<file path="config.mk">
export PLATFORM = sky130hd
export DESIGN_NAME = mem_access_arbiter
export DESIGN_NICKNAME = d
export VERILOG_FILES = /design/src/rtl/mem_access_arbiter.sv
export SDC_FILE = /design/constraint.sdc
export NUM_CORES = 1
export LEC_CHECK = 0
export CELL_PAD_IN_SITES_DETAIL_PLACEMENT = 0
export CELL_PAD_IN_SITES_GLOBAL_PLACEMENT = 2
export CORE_UTILIZATION = 25
export CTS_CLUSTER_SIZE = 16
export DETAILED_ROUTE_END_ITERATION = 6
export PLACE_DENSITY = 0.86
export SYNTH_ARGS = -nofsm -noshare
export SYNTH_HDL_FRONTEND = slang
export SYNTH_SLANG_ARGS = --single-unit
</file>
<file path="constraint.sdc">
create_clock -name main_clk -period 4.88 [get_ports main_clk]
set_clock_uncertainty 0.1 [all_clocks]
set_input_delay 1.464 -clock main_clk [delete_from_list [all_inputs] [get_ports main_clk]]
set_output_delay 1.464 -clock main_clk [all_outputs]
set_load 0.05 [all_outputs]
</file>
<file path="src/rtl/mem_access_arbiter.sv">
// Arbitrates a single-port synchronous memory between a CPU port and a host port,
// and runs a whole-memory clear sweep. Optional build macro: ROUND_ROBIN_EN.
module mem_access_arbiter #(
  parameter int unsigned ADDR_W     = 12,
  parameter int unsigned DATA_W     = 32,
  parameter int unsigned MEM_RD_LAT = 1
) (
  input  logic              main_clk,
  input  logic              reset,
  input  logic              cpu_en,
  input  logic              cpu_req,
  input  logic              cpu_we,
  input  logic [ADDR_W-1:0] cpu_addr,
  input  logic [DATA_W-1:0] cpu_wdata,
  output logic              cpu_ack,
  output logic [DATA_W-1:0] cpu_rdata,
  output logic              cpu_stall,
  input  logic              host_req,
  input  logic              host_we,
  input  logic [ADDR_W-1:0] host_addr,
  input  logic [DATA_W-1:0] host_wdata,
  output logic              host_ack,
  output logic [DATA_W-1:0] host_rdata,
  input  logic              clr_req,
  output logic              clr_busy,
  output logic              clr_done,
  output logic              mem_en,
  output logic              mem_we,
  output logic [ADDR_W-1:0] mem_addr,
  output logic [DATA_W-1:0] mem_wdata,
  input  logic [DATA_W-1:0] mem_rdata
);

  localparam int unsigned CNT_W = ADDR_W + 1;
  localparam int unsigned LAT_W = 3;
  localparam logic [CNT_W-1:0] DEPTH   = CNT_W'(2 ** ADDR_W);
  localparam logic [LAT_W-1:0] RD_LAST = LAT_W'(MEM_RD_LAT - 1);

  typedef enum logic [1:0] {IDLE, ACCESS, WAIT_RD, CLEAR} state_t;
  typedef enum logic [1:0] {OWN_NONE, OWN_CPU, OWN_HOST} owner_t;

  state_t           state;
  owner_t           owner;
  logic             clr_pending;
  logic [CNT_W-1:0] clr_cnt;
  logic [LAT_W-1:0] rd_cnt;
  logic             cpu_cand;
  logic             host_cand;
  logic             pick_cpu;
  logic             pick_host;

`ifdef ROUND_ROBIN_EN
  // Set when the host won the most recent tie; resets to host so the CPU wins the first tie.
  logic             last_host;
`endif

  // A port whose ack is showing this cycle still holds its old request; ignore it.
  always_comb begin
    cpu_cand  = cpu_en && cpu_req && !cpu_ack;
    host_cand = host_req && !host_ack;
    pick_cpu  = cpu_cand;
    pick_host = host_cand && !cpu_cand;
`ifdef ROUND_ROBIN_EN
    if (cpu_cand && host_cand) begin
      pick_cpu  = last_host;
      pick_host = !last_host;
    end
`endif
  end

  assign cpu_stall = cpu_req && !cpu_ack;

  always_ff @(posedge main_clk) begin
    if (reset) begin
      state       <= IDLE;
      owner       <= OWN_NONE;
      clr_pending <= 1'b0;
      clr_cnt     <= '0;
      rd_cnt      <= '0;
      cpu_ack     <= 1'b0;
      host_ack    <= 1'b0;
      cpu_rdata   <= '0;
      host_rdata  <= '0;
      clr_busy    <= 1'b0;
      clr_done    <= 1'b0;
      mem_en      <= 1'b0;
      mem_we      <= 1'b0;
      mem_addr    <= '0;
      mem_wdata   <= '0;
`ifdef ROUND_ROBIN_EN
      last_host   <= 1'b1;
`endif
    end else begin
      cpu_ack  <= 1'b0;
      host_ack <= 1'b0;
      clr_done <= 1'b0;
      if (clr_req) clr_pending <= 1'b1;

      case (state)
        IDLE: begin
          if (clr_pending) begin
            // A clr_req seen in this same cycle queues a further sweep.
            clr_pending <= clr_req;
            state       <= CLEAR;
            owner       <= OWN_NONE;
            clr_busy    <= 1'b1;
            clr_cnt     <= CNT_W'(1);
            mem_en      <= 1'b1;
            mem_we      <= 1'b1;
            mem_addr    <= '0;
            mem_wdata   <= '0;
          end else if (pick_cpu || pick_host) begin
            state     <= ACCESS;
            mem_en    <= 1'b1;
            owner     <= pick_cpu ? OWN_CPU : OWN_HOST;
            mem_we    <= pick_cpu ? cpu_we : host_we;
            mem_addr  <= pick_cpu ? cpu_addr : host_addr;
            mem_wdata <= pick_cpu ? cpu_wdata : host_wdata;
            // Writes complete in the ACCESS cycle itself.
            if (pick_cpu && cpu_we) cpu_ack <= 1'b1;
            if (pick_host && host_we) host_ack <= 1'b1;
`ifdef ROUND_ROBIN_EN
            if (cpu_cand && host_cand) last_host <= pick_host;
`endif
          end
        end

        ACCESS: begin
          mem_en <= 1'b0;
          mem_we <= 1'b0;
          if (mem_we) begin
            state <= IDLE;
            owner <= OWN_NONE;
          end else begin
            state  <= WAIT_RD;
            rd_cnt <= RD_LAST;
          end
        end

        WAIT_RD: begin
          if (rd_cnt == '0) begin
            if (owner == OWN_CPU) begin
              cpu_rdata <= mem_rdata;
              cpu_ack   <= 1'b1;
            end else begin
              host_rdata <= mem_rdata;
              host_ack   <= 1'b1;
            end
            state <= IDLE;
            owner <= OWN_NONE;
          end else begin
            rd_cnt <= rd_cnt - LAT_W'(1);
          end
        end

        CLEAR: begin
          // clr_cnt runs one ahead of mem_addr; reaching DEPTH means the last word is on the bus.
          if (clr_cnt == DEPTH) begin
            state    <= IDLE;
            clr_busy <= 1'b0;
            clr_done <= 1'b1;
            mem_en   <= 1'b0;
            mem_we   <= 1'b0;
          end else begin
            mem_addr <= clr_cnt[ADDR_W-1:0];
            clr_cnt  <= clr_cnt + CNT_W'(1);
          end
        end

        default: begin
          state <= IDLE;
          owner <= OWN_NONE;
        end
      endcase
    end
  end

endmodule

</file>
==> impl_metrics.toml, run 1 <==
[run_status]
status = "finished clean"

[sta]
max_slew.worst_pin.slew_ns = 0.7807
total_negative_setup_slack_ns = 0
fin_crit_sh_pct = 91.14
final-hold-violation-count = 0
finalMaxSlewViolations = 0
clock_period_minus_worst_slack_ns = 4.448
rsz0062_at_grt = "false"
max_slew_margin_pct = 47.40
setup_viol_count_final = 0
worst_hold_slack_ns = 0.3497
max_freq_mhz = 224.8

[critical_path]
r2r_cells = 6
critical_path_maximum_fanout = 3
critical_path.reg2reg.endpoint = "mem_addr[9]"
reg2reg_slack_ns = 1.87
worstSetupEndpointType = "output pin"
crit_type = "input pin to output pin"
worstPathRequired_ns = 3.32
r2r_start = "state[0]"
crit_arrival_ns = 2.88
timing.critical_path.from_type = "input pin"

[finish]
post_route_cells_drive_above_1_share_pct = 6.977
utilization_pct = 39.64
number_of_diodes_added_for_antenna_fixing = 0
area_growth_pct = 54.76
filler_cell_count = 2453
finish.cell_count_without_fillers = 1308
final_nets = 1112

[floorplanning]
chipHeight_um = 157.3
core_region_area_um2 = 23540
die_w_um = 157.3
initial_cell_density_of_the_core_pct = 25.61
die_area_um2 = 24740
row_count = 56
design.portCount = 243

[logic_synthesis]
yosys.area.top_type = "dfxtp_1"
synth_cell_types = 47
synth_common_cells = "nand2_1, dfxtp_1, a21oi_1"
yosys_warnings = 0
avgSynthCellArea_um2 = 7.902
share_of_the_synthesized_area_in_the_top_cell_type_pct = 44.82
dominantRegCellSynth = "dfxtp_1"
synth_instances = 763
synth-seq-cells = 135
synth-edff-count = 0
synth_area_um2 = 6030
synthTopCellsByArea = "dfxtp_1, nand2_1, a21oi_1, a211o_1, clkbuf_1"
syn-num-nets = 899
seq_area_frac_synth_pct = 44.82
ys_async_sr_fraction_pct = 0
yosys.cell_count.top_type = "nand2_1"

[grt]
grt_pass1_wl_mm = 31.58
grt_start_max_net_pins = 71
antenna_found_initial = 0
grt_pass1_vias = 5696
global_route.usage.total_pct = 16.33
globalRoute.totalOverflow = 0

[routing]
dr.first_iter.drc_count = 386
vias_per_cell = 4.699
detail-route-antenna-nets = 0
drt-total-wl_mm = 20.40
route.detailed.wl_per_inst_um = 15.59
drcViolationCount = 0
dr_total_vias = 6146
drt_first_pass_iters = 4

[clock_network]
clk_transition_reported_paths_ns = 0.06
clkLatencyLatePin_ns = 0.42
cts_hold_buf = 0
cts.sinks = 135
cts.repair_timing.setup_buffer_count = 0
cts_tree = "yes"
clock_tree.root_cell = "clkbuf_16"
htree_levels = 4
numCtsBuffers = 17
cts-resized-gates = 0
clock_tree.buffer_depth = 2

[power_and_ir_drop]
cellLeakagePower_nw = 3.235
power.density_cell_area_nw_per_um2 = 441.8
power.total_mw = 4.123
ir_worst_vdd_uv = 235.8

[worst_hold_path]
hold_path_depth = 2
whs_endpoint = "mem_wdata[22]"
worst_hold_startpoint = "mem_wdata[22]"
worstHoldPathType = "flip-flop to flip-flop"

[placement]
placed_cells_incl_taps = 1276
portBuffers = 242
gp_routability_congestion = 0.7413
dp_hpwl_mm = 13.32

[job]
drv_cap = 0
## where the power goes
part           switching, mW  leakage [nW]  total, mW  internal [mW]
registers             0.0768          1.10       1.32           1.24
clock network          0.549         0.298       1.34          0.796
logic                  0.946          1.84       1.46          0.516
total                   1.57          3.23       4.12           2.55
## kinds of logic (layout without fill, tap and decap cells)
family / count (synthesis) / after routing / share of synthesized area (%)
AND/OR/NAND/NOR: 308 / 308 / 22.52
multiplexers: 12 / 12 / 2.241
adder cells (fa/ha/maj): 8 / 8 / 1.660
AO/OA/AOI/OAI: 225 / 225 / 23.84
flip-flops: 135 / 135 / 44.82
buffers and inverters: 75 / 301 / 4.918
## cell usage in the layout (no fill, tap or decap), types with 8 or more instances in the layout
| cell | Yosys | final |
|---|---|---|
| a211o_1 | 32 | 32 |
| a211oi_1 | 13 | 13 |
| a21oi_1 | 121 | 121 |
| a22oi_1 | 14 | 14 |
| a311oi_1 | 8 | 8 |
| buf_4 | 0 | 14 |
| clkbuf_16 | 0 | 17 |
| clkdlybuf4s50_1 | 0 | 241 |
| dfxtp_1 | 135 | 135 |
| ha_1 | 8 | 8 |
| inv_1 | 14 | 14 |
| mux2_2 | 12 | 12 |
| nand2_1 | 235 | 235 |
| nand2b_1 | 9 | 9 |
| nor2_1 | 17 | 15 |
| o21ai_0 | 10 | 10 |
## per-stage QoR
| step | setup WS (ns) | instance area, µm² |
|---|---|---|
| global route | 0.3414 | 9331 |
| global placement | 0.4120 | 8721 |
| detailed placement | 0.4273 | 8721 |
| floorplan | 1.145 | 6030 |
| CTS | 0.4257 | 9331 |
| finish | 0.4322 | 9331 |
## state kept, by name, summed over array words and instances (netlist names)
register	flops
mem_we	1
clr_done	1
clr_busy	1
mem_wdata	32
clr_pending	1
state	2
host_rdata	32
clr_cnt	13
owner	2
cpu_rdata	32
mem_en	1
host_ack	1
mem_addr	12
cpu_ack	1
rd_cnt	3
## cell type report
| cell class | count | area (µm²) | share of cell area [%] |
|---|---|---|---|
| Sequential cell | 135 | 2703 | 28.96 |
| Tap cell | 319 | 399.1 | 4.277 |
| Clock inverter | 13 | 157.7 | 1.689 |
| Timing Repair Buffer | 255 | 2517 | 26.98 |
| Clock buffer | 19 | 452.9 | 4.854 |
| Inverter | 14 | 52.55 | 0.5632 |
| Multi-Input combinational cell | 553 | 3049 | 32.68 |
## critical path, cell delays in order
cell	delay, ns
clkdlybuf4s50_1	0.49
nor2b_1	0.13
clkdlybuf4s50_1	0.80
## how the worst max path moves through the flow
stage | from | cells past startpoint | slack (ns) | endpoint
global route | cpu_req | 3 | 0.34 | cpu_stall
detailed placement | cpu_req | 3 | 0.43 | cpu_stall
floorplan | cpu_req | 1 | 1.14 | cpu_stall
CTS | cpu_req | 3 | 0.43 | cpu_stall
finish | cpu_req | 3 | 0.43 | cpu_stall
global placement | cpu_req | 3 | 0.41 | cpu_stall
## layer usage
layer	wire [µm]	GRT usage, %	vias up	share of wire [%]
li1	-	-	3086	-
met1	9206	20.44	2840	45
met2	9047	25.90	210	44
met3	1991	6.691	10	9.8
met4	152	3.930	0	0.75
met5	0	0	-	0
No activity file was read; power rests on OpenSTA's default activity.
==> run 2, diff against run 1 <==
--- a/config.mk
+++ b/config.mk
@@ -8,9 +8,11 @@
 export CELL_PAD_IN_SITES_DETAIL_PLACEMENT = 0
 export CELL_PAD_IN_SITES_GLOBAL_PLACEMENT = 2
 export CORE_UTILIZATION = 25
+export CTS_BUF_LIST = sky130_fd_sc_hd__clkbuf_16
 export CTS_CLUSTER_SIZE = 16
 export DETAILED_ROUTE_END_ITERATION = 6
 export PLACE_DENSITY = 0.86
+export SKIP_LAST_GASP = 1
 export SYNTH_ARGS = -nofsm -noshare
 export SYNTH_HDL_FRONTEND = slang
 export SYNTH_SLANG_ARGS = --single-unit
==> run 2 against run 1 <==
  * Via count down 0.21%
  * Setup slack better by 0.0011 ns
  * Combinational power about the same
  * Final area down 0.21%
  * First-iteration DRC count up 1.8%
  * Largest cell class unchanged
==> impl_metrics.toml, run 2 (synthesized netlist as in run 1, its figures left out) <==
[run_status]
status = "finished clean"

[critical_path]
worstPathRequired_ns = 3.32
list_of_cells_traversed_by_the_critical_path = "clkdlybuf4s50_1 -> nor2b_1 -> clkdlybuf4s50_1"
r2r_start = "state[0]"
worstSetupEndpointType = "output pin"
most_repeated_library_cell_on_the_critical_path = "clkdlybuf4s50_1"
r2r_cells = 6
crit_type = "input pin to output pin"
reg2reg_slack_ns = 1.87
cp-startpoint = "cpu_req"
critical_path_maximum_fanout = 3
crit_arrival_ns = 2.88
slowest_stage = "clkdlybuf4s50_1"
critical_path.reg2reg.endpoint = "mem_addr[9]"
critPathMaxStageDelay_ns = 0.80
timing.critical_path.from_type = "input pin"

[routing]
detailed_routed_wire_length_on_met3_mm = 1.884
wl_met1_mm = 9.233
route.detailed.wl_per_inst_um = 15.57
dr_total_vias = 6133
highest_layer = "met4"
vias_per_cell = 4.689
drt_first_pass_iters = 5
drt-total-wl_mm = 20.37
route.met2.wl_mm = 9.125
drcViolationCount = 0
detail-route-antenna-nets = 0
dr.first_iter.drc_count = 393

[floorplanning]
design.portCount = 243
initial_cell_density_of_the_core_pct = 25.61
chipHeight_um = 157.3
die_area_um2 = 24740
core_region_area_um2 = 23540
row_count = 56
die_w_um = 157.3

[sta]
rsz0062_at_grt = "false"
finalMaxSlewViolations = 0
setup_viol_count_final = 0
clock_period_minus_worst_slack_ns = 4.447
max_freq_mhz = 224.9
fin_crit_sh_pct = 91.12
max_slew_margin_pct = 48.31
max_slew.worst_pin.slew_ns = 0.7725
final-hold-violation-count = 0
total_negative_setup_slack_ns = 0

[grt]
globalRoute.totalOverflow = 0
grt_pass1_wl_mm = 31.57
grt_pass1_vias = 5697
grt_start_max_net_pins = 71
global_route.usage.total_pct = 16.32
antenna_found_initial = 0

[worst_hold_path]
hold_path_depth = 2
whs_endpoint = "mem_wdata[30]"
worst_hold_startpoint = "mem_wdata[30]"
worstHoldPathType = "flip-flop to flip-flop"

[placement]
gp_routability_congestion = 0.7413
portBuffers = 242
dp_hpwl_mm = 13.32
post_dp_cell_area_um2 = 8721

[clock_network]
cts_tree = "yes"
cts-resized-gates = 0
htree_levels = 4
cts.sinks = 135
clock_tree.buffer_depth = 2
clock_tree.root_cell = "clkbuf_16"
cts.repair_timing.setup_buffer_count = 0
clk_transition_reported_paths_ns = 0.06
numCtsBuffers = 17
cts_hold_buf = 0
clkLatencyLatePin_ns = 0.42

[job]
drv_cap = 0

[finish]
layout_common_cells = "clkdlybuf4s50_1, nand2_1, dfxtp_1"
area_growth_pct = 54.43
final_nets = 1112
number_of_diodes_added_for_antenna_fixing = 0
post_route_cells_drive_above_1_share_pct = 6.775
stdcell_area_um2 = 9311
layout_top_registers = "cpu_rdata (32), host_rdata (32), mem_wdata (32)"
most_common_cell_after_layout_fill_and_taps_aside = "clkdlybuf4s50_1"

[power_and_ir_drop]
ir_worst_vdd_uv = 233.8
power.density_cell_area_nw_per_um2 = 438.7
cellLeakagePower_nw = 3.224
## run 2: worst max path at each step
stage	cells past startpoint	slack (ns)	end
finish	3	0.43	cpu_stall
global route	3	0.34	cpu_stall
CTS	3	0.43	cpu_stall
detailed placement	3	0.43	cpu_stall
global placement	3	0.41	cpu_stall
floorplan	1	1.14	cpu_stall
## run 2: cell type report
| type | count | area, µm² |
|---|---|---|
| fill | 2458 | 14230 |
| multi-input combinational | 553 | 3049 |
| sequential | 135 | 2703 |
| timing repair buffer | 255 | 2517 |
| clock buffer | 17 | 425.4 |
| tap | 319 | 399.1 |
| clock inverter | 15 | 165.2 |
| inverter | 14 | 52.55 |
## run 2: report_power, final
part / switching (mW) / internal [mW]
logic: 0.944 / 0.516
registers: 0.0766 / 1.24
clock network: 0.545 / 0.765
## run 2: metal layers
metal	vias to the layer above	track usage, %
li1	3084	-
met1	2833	20.45
met2	209	25.85
met3	7	6.691
met4	0	3.930
met5	-	0
## run 2: worst max-delay path: cells and delay by family
family        cells  cell delay [ns]
simple gates      1             0.13
buf+inv           2             1.29
## run 2: stage by stage
| stage | utilization [%] | hold slack [ns] | setup slack (ns) | instances | total power, mW |
|---|---|---|---|---|---|
| floorplan | - | 0.3578 | 1.145 | 763 | 2.290 |
| global placement | 37.04 | 0.3375 | 0.4120 | 1276 | 2.806 |
| detailed placement | 37.04 | 0.3426 | 0.4273 | 1276 | 2.810 |
| CTS | 39.55 | 0.3519 | 0.4257 | 1308 | 4.154 |
| global route | 39.55 | 0.3642 | 0.3414 | 1308 | 4.312 |
| finish | 39.55 | 0.3495 | 0.4333 | 1308 | 4.085 |
==> run 3, diff against run 2 <==
--- a/config.mk
+++ b/config.mk
@@ -7,11 +7,11 @@
 export LEC_CHECK = 0
 export CELL_PAD_IN_SITES_DETAIL_PLACEMENT = 0
 export CELL_PAD_IN_SITES_GLOBAL_PLACEMENT = 2
-export CORE_UTILIZATION = 25
+export CORE_UTILIZATION = 24
 export CTS_BUF_LIST = sky130_fd_sc_hd__clkbuf_16
 export CTS_CLUSTER_SIZE = 16
 export DETAILED_ROUTE_END_ITERATION = 6
-export PLACE_DENSITY = 0.86
+export PLACE_DENSITY = 0.83
 export SKIP_LAST_GASP = 1
 export SYNTH_ARGS = -nofsm -noshare
 export SYNTH_HDL_FRONTEND = slang
==> constraint.sdc (replaced) <==
create_clock -name main_clk -period 4.7 [get_ports main_clk]
set_clock_uncertainty 0.1 [all_clocks]
set_input_delay 1.41 -clock main_clk [delete_from_list [all_inputs] [get_ports main_clk]]
set_output_delay 1.41 -clock main_clk [all_outputs]
set_load 0.05 [all_outputs]
==> run 3 against run 2 <==
  * Sequential share of layout area is 0.13 points lower
  * Register-to-register slack better by 0.16 ns
  * Non-clock buffer count is 1 lower
  * Clock power is 12% higher
  * Final area is 0.46% higher
  * Critical path depth stayed put
  * Core utilization is 1.3 points lower
  * Routed wire length is 2.5% higher
  * Sequential power is 4% higher
  * Die area is 4.1% higher
  * Worst hold slack hardly changed
  * Global-route usage is 0.32 points lower
  * Critical path type unchanged
  * Highest routed layer unchanged
==> impl_metrics.toml, run 3 (synthesized netlist as in run 1, its figures left out) <==
[clock_network]
htree_levels = 4
cts.repair_timing.setup_buffer_count = 0
cts_hold_buf = 0
numCtsBuffers = 17
clock_tree.root_cell = "clkbuf_16"
clkLatencyLatePin_ns = 0.42
clk_transition_reported_paths_ns = 0.05
clock_tree.buffer_depth = 2
cts-resized-gates = 0
cts_tree = "yes"
cts.sinks = 135

[critical_path]
crit_arrival_ns = 2.24
critPathTopFamily = "buffers and inverters"
worstSetupEndpointType = "output pin"
worstPathRequired_ns = 3.19
reg2reg_slack_ns = 2.03
slowest_stage = "clkdlybuf4s50_1"
critical_path_maximum_fanout = 3
list_of_cells_traversed_by_the_critical_path = "clkdlybuf4s50_1 -> nor2b_1 -> buf_4"
cp-startpoint = "cpu_req"
timing.critical_path.from_type = "input pin"
r2r_start = "state[0]"
worst-path-buf-inv = 2
critPathMaxStageDelay_ns = 0.49
crit_type = "input pin to output pin"

[routing]
dr.first_iter.drc_count = 349
route.met2.wl_mm = 9.071
dr_total_vias = 6124
wl_met1_mm = 9.744
route.detailed.wl_per_inst_um = 15.91
detail-route-antenna-nets = 0
detailed_routed_wire_length_on_met3_mm = 1.846
drcViolationCount = 0
vias_per_cell = 4.668
highest_layer = "met4"
drt_first_pass_iters = 4
drt-total-wl_mm = 20.87

[finish]
post_route_cells_drive_above_1_share_pct = 6.579
most_common_cell_after_layout_fill_and_taps_aside = "clkdlybuf4s50_1"
layout_top_registers = "cpu_rdata (32), host_rdata (32), mem_wdata (32)"
final_nets = 1111
layout_common_cells = "clkdlybuf4s50_1, nand2_1, dfxtp_1"
area_growth_pct = 55.14
filler_cell_count = 2514
stdcell_area_um2 = 9354
number_of_diodes_added_for_antenna_fixing = 0
utilization_pct = 38.24

[floorplanning]
core_region_area_um2 = 24460
row_count = 57
design.portCount = 243
die_w_um = 160.5
chipHeight_um = 160.5
die_area_um2 = 25760
initial_cell_density_of_the_core_pct = 24.65

[run_status]
status = "finished clean"

[power_and_ir_drop]
cellLeakagePower_nw = 3.244
power.total_mw = 4.355
power.density_cell_area_nw_per_um2 = 465.6
ir_worst_vdd_uv = 215.5

[sta]
worst_hold_slack_ns = 0.3492
finalMaxSlewViolations = 0
max_slew_margin_pct = 29.08
max_freq_mhz = 266.8
total_negative_setup_slack_ns = 0
fin_crit_sh_pct = 79.76
max_slew.worst_pin.slew_ns = 1.064
final-hold-violation-count = 0
rsz0062_at_grt = "false"
setup_viol_count_final = 0
clock_period_minus_worst_slack_ns = 3.749

[placement]
portBuffers = 242
post_dp_cell_area_um2 = 8717
gp_routability_congestion = 0.7516
dp_hpwl_mm = 13.50

[grt]
grt_pass1_wl_mm = 32.59
globalRoute.totalOverflow = 0
grt_start_max_net_pins = 96
global_route.usage.total_pct = 16.00
antenna_found_initial = 0
grt_pass1_vias = 5852

[worst_hold_path]
worst_hold_startpoint = "mem_wdata[3]"
worstHoldPathType = "flip-flop to flip-flop"

[job]
drv_cap = 0
run 3: cell count changes in the layout (fill, tap and decap cells not counted), sizes merged:
| cell | delta |
|---|---|
| inv | -5 |
| bufinv | +3 |
| clkinvlp | +1 |
| clkdlybuf4s50 | -1 |
| clkinv | +1 |
run 3: through the flow:
step,std cells,setup WS [ns]
floorplan,763,1.073
global route,1312,0.8872
global placement,1280,0.9444
detailed placement,1280,0.9547
finish,1312,0.9515
CTS,1312,0.9495
run 3: cell type report:
class | instances | area (µm²) | area share [%]
Clock inverter | 15 | 211.5 | 2.261
Tap cell | 324 | 405.4 | 4.334
Sequential cell | 135 | 2703 | 28.89
Inverter | 14 | 52.55 | 0.5618
Timing Repair Buffer | 254 | 2507 | 26.81
Multi-Input combinational cell | 553 | 3049 | 32.60
Clock buffer | 17 | 425.4 | 4.548
run 3: power breakdown:
group	total [mW]	internal (mW)	switching, mW
combinational	1.52	0.535	0.988
sequential	1.37	1.29	0.0798
clock	1.47	0.935	0.530
total	4.35	2.76	1.60
run 3: metal layers:
metal | track usage [%] | vias up
met5 | 0 | -
met4 | 4.502 | 0
met3 | 5.785 | 13
met2 | 24.56 | 210
met1 | 20.95 | 2830
li1 | - | 3071
run 3: final timing paths:
check | depth (start not counted) | end
setup / recovery | 3 | cpu_stall
hold / removal | 2 | mem_wdata[3]
setup reg to reg | 6 | clr_cnt[5]
hold reg to reg | 2 | mem_wdata[3]
run 3: worst reg2reg max path: stages, from the launching register on:
cell and delay [ns]:
dfxtp_1 0.36, inv_1 0.09, ha_1 0.36, nand2b_1 0.55, o21ai_0 0.45, nor2_1 0.44
a311oi_1 0.15
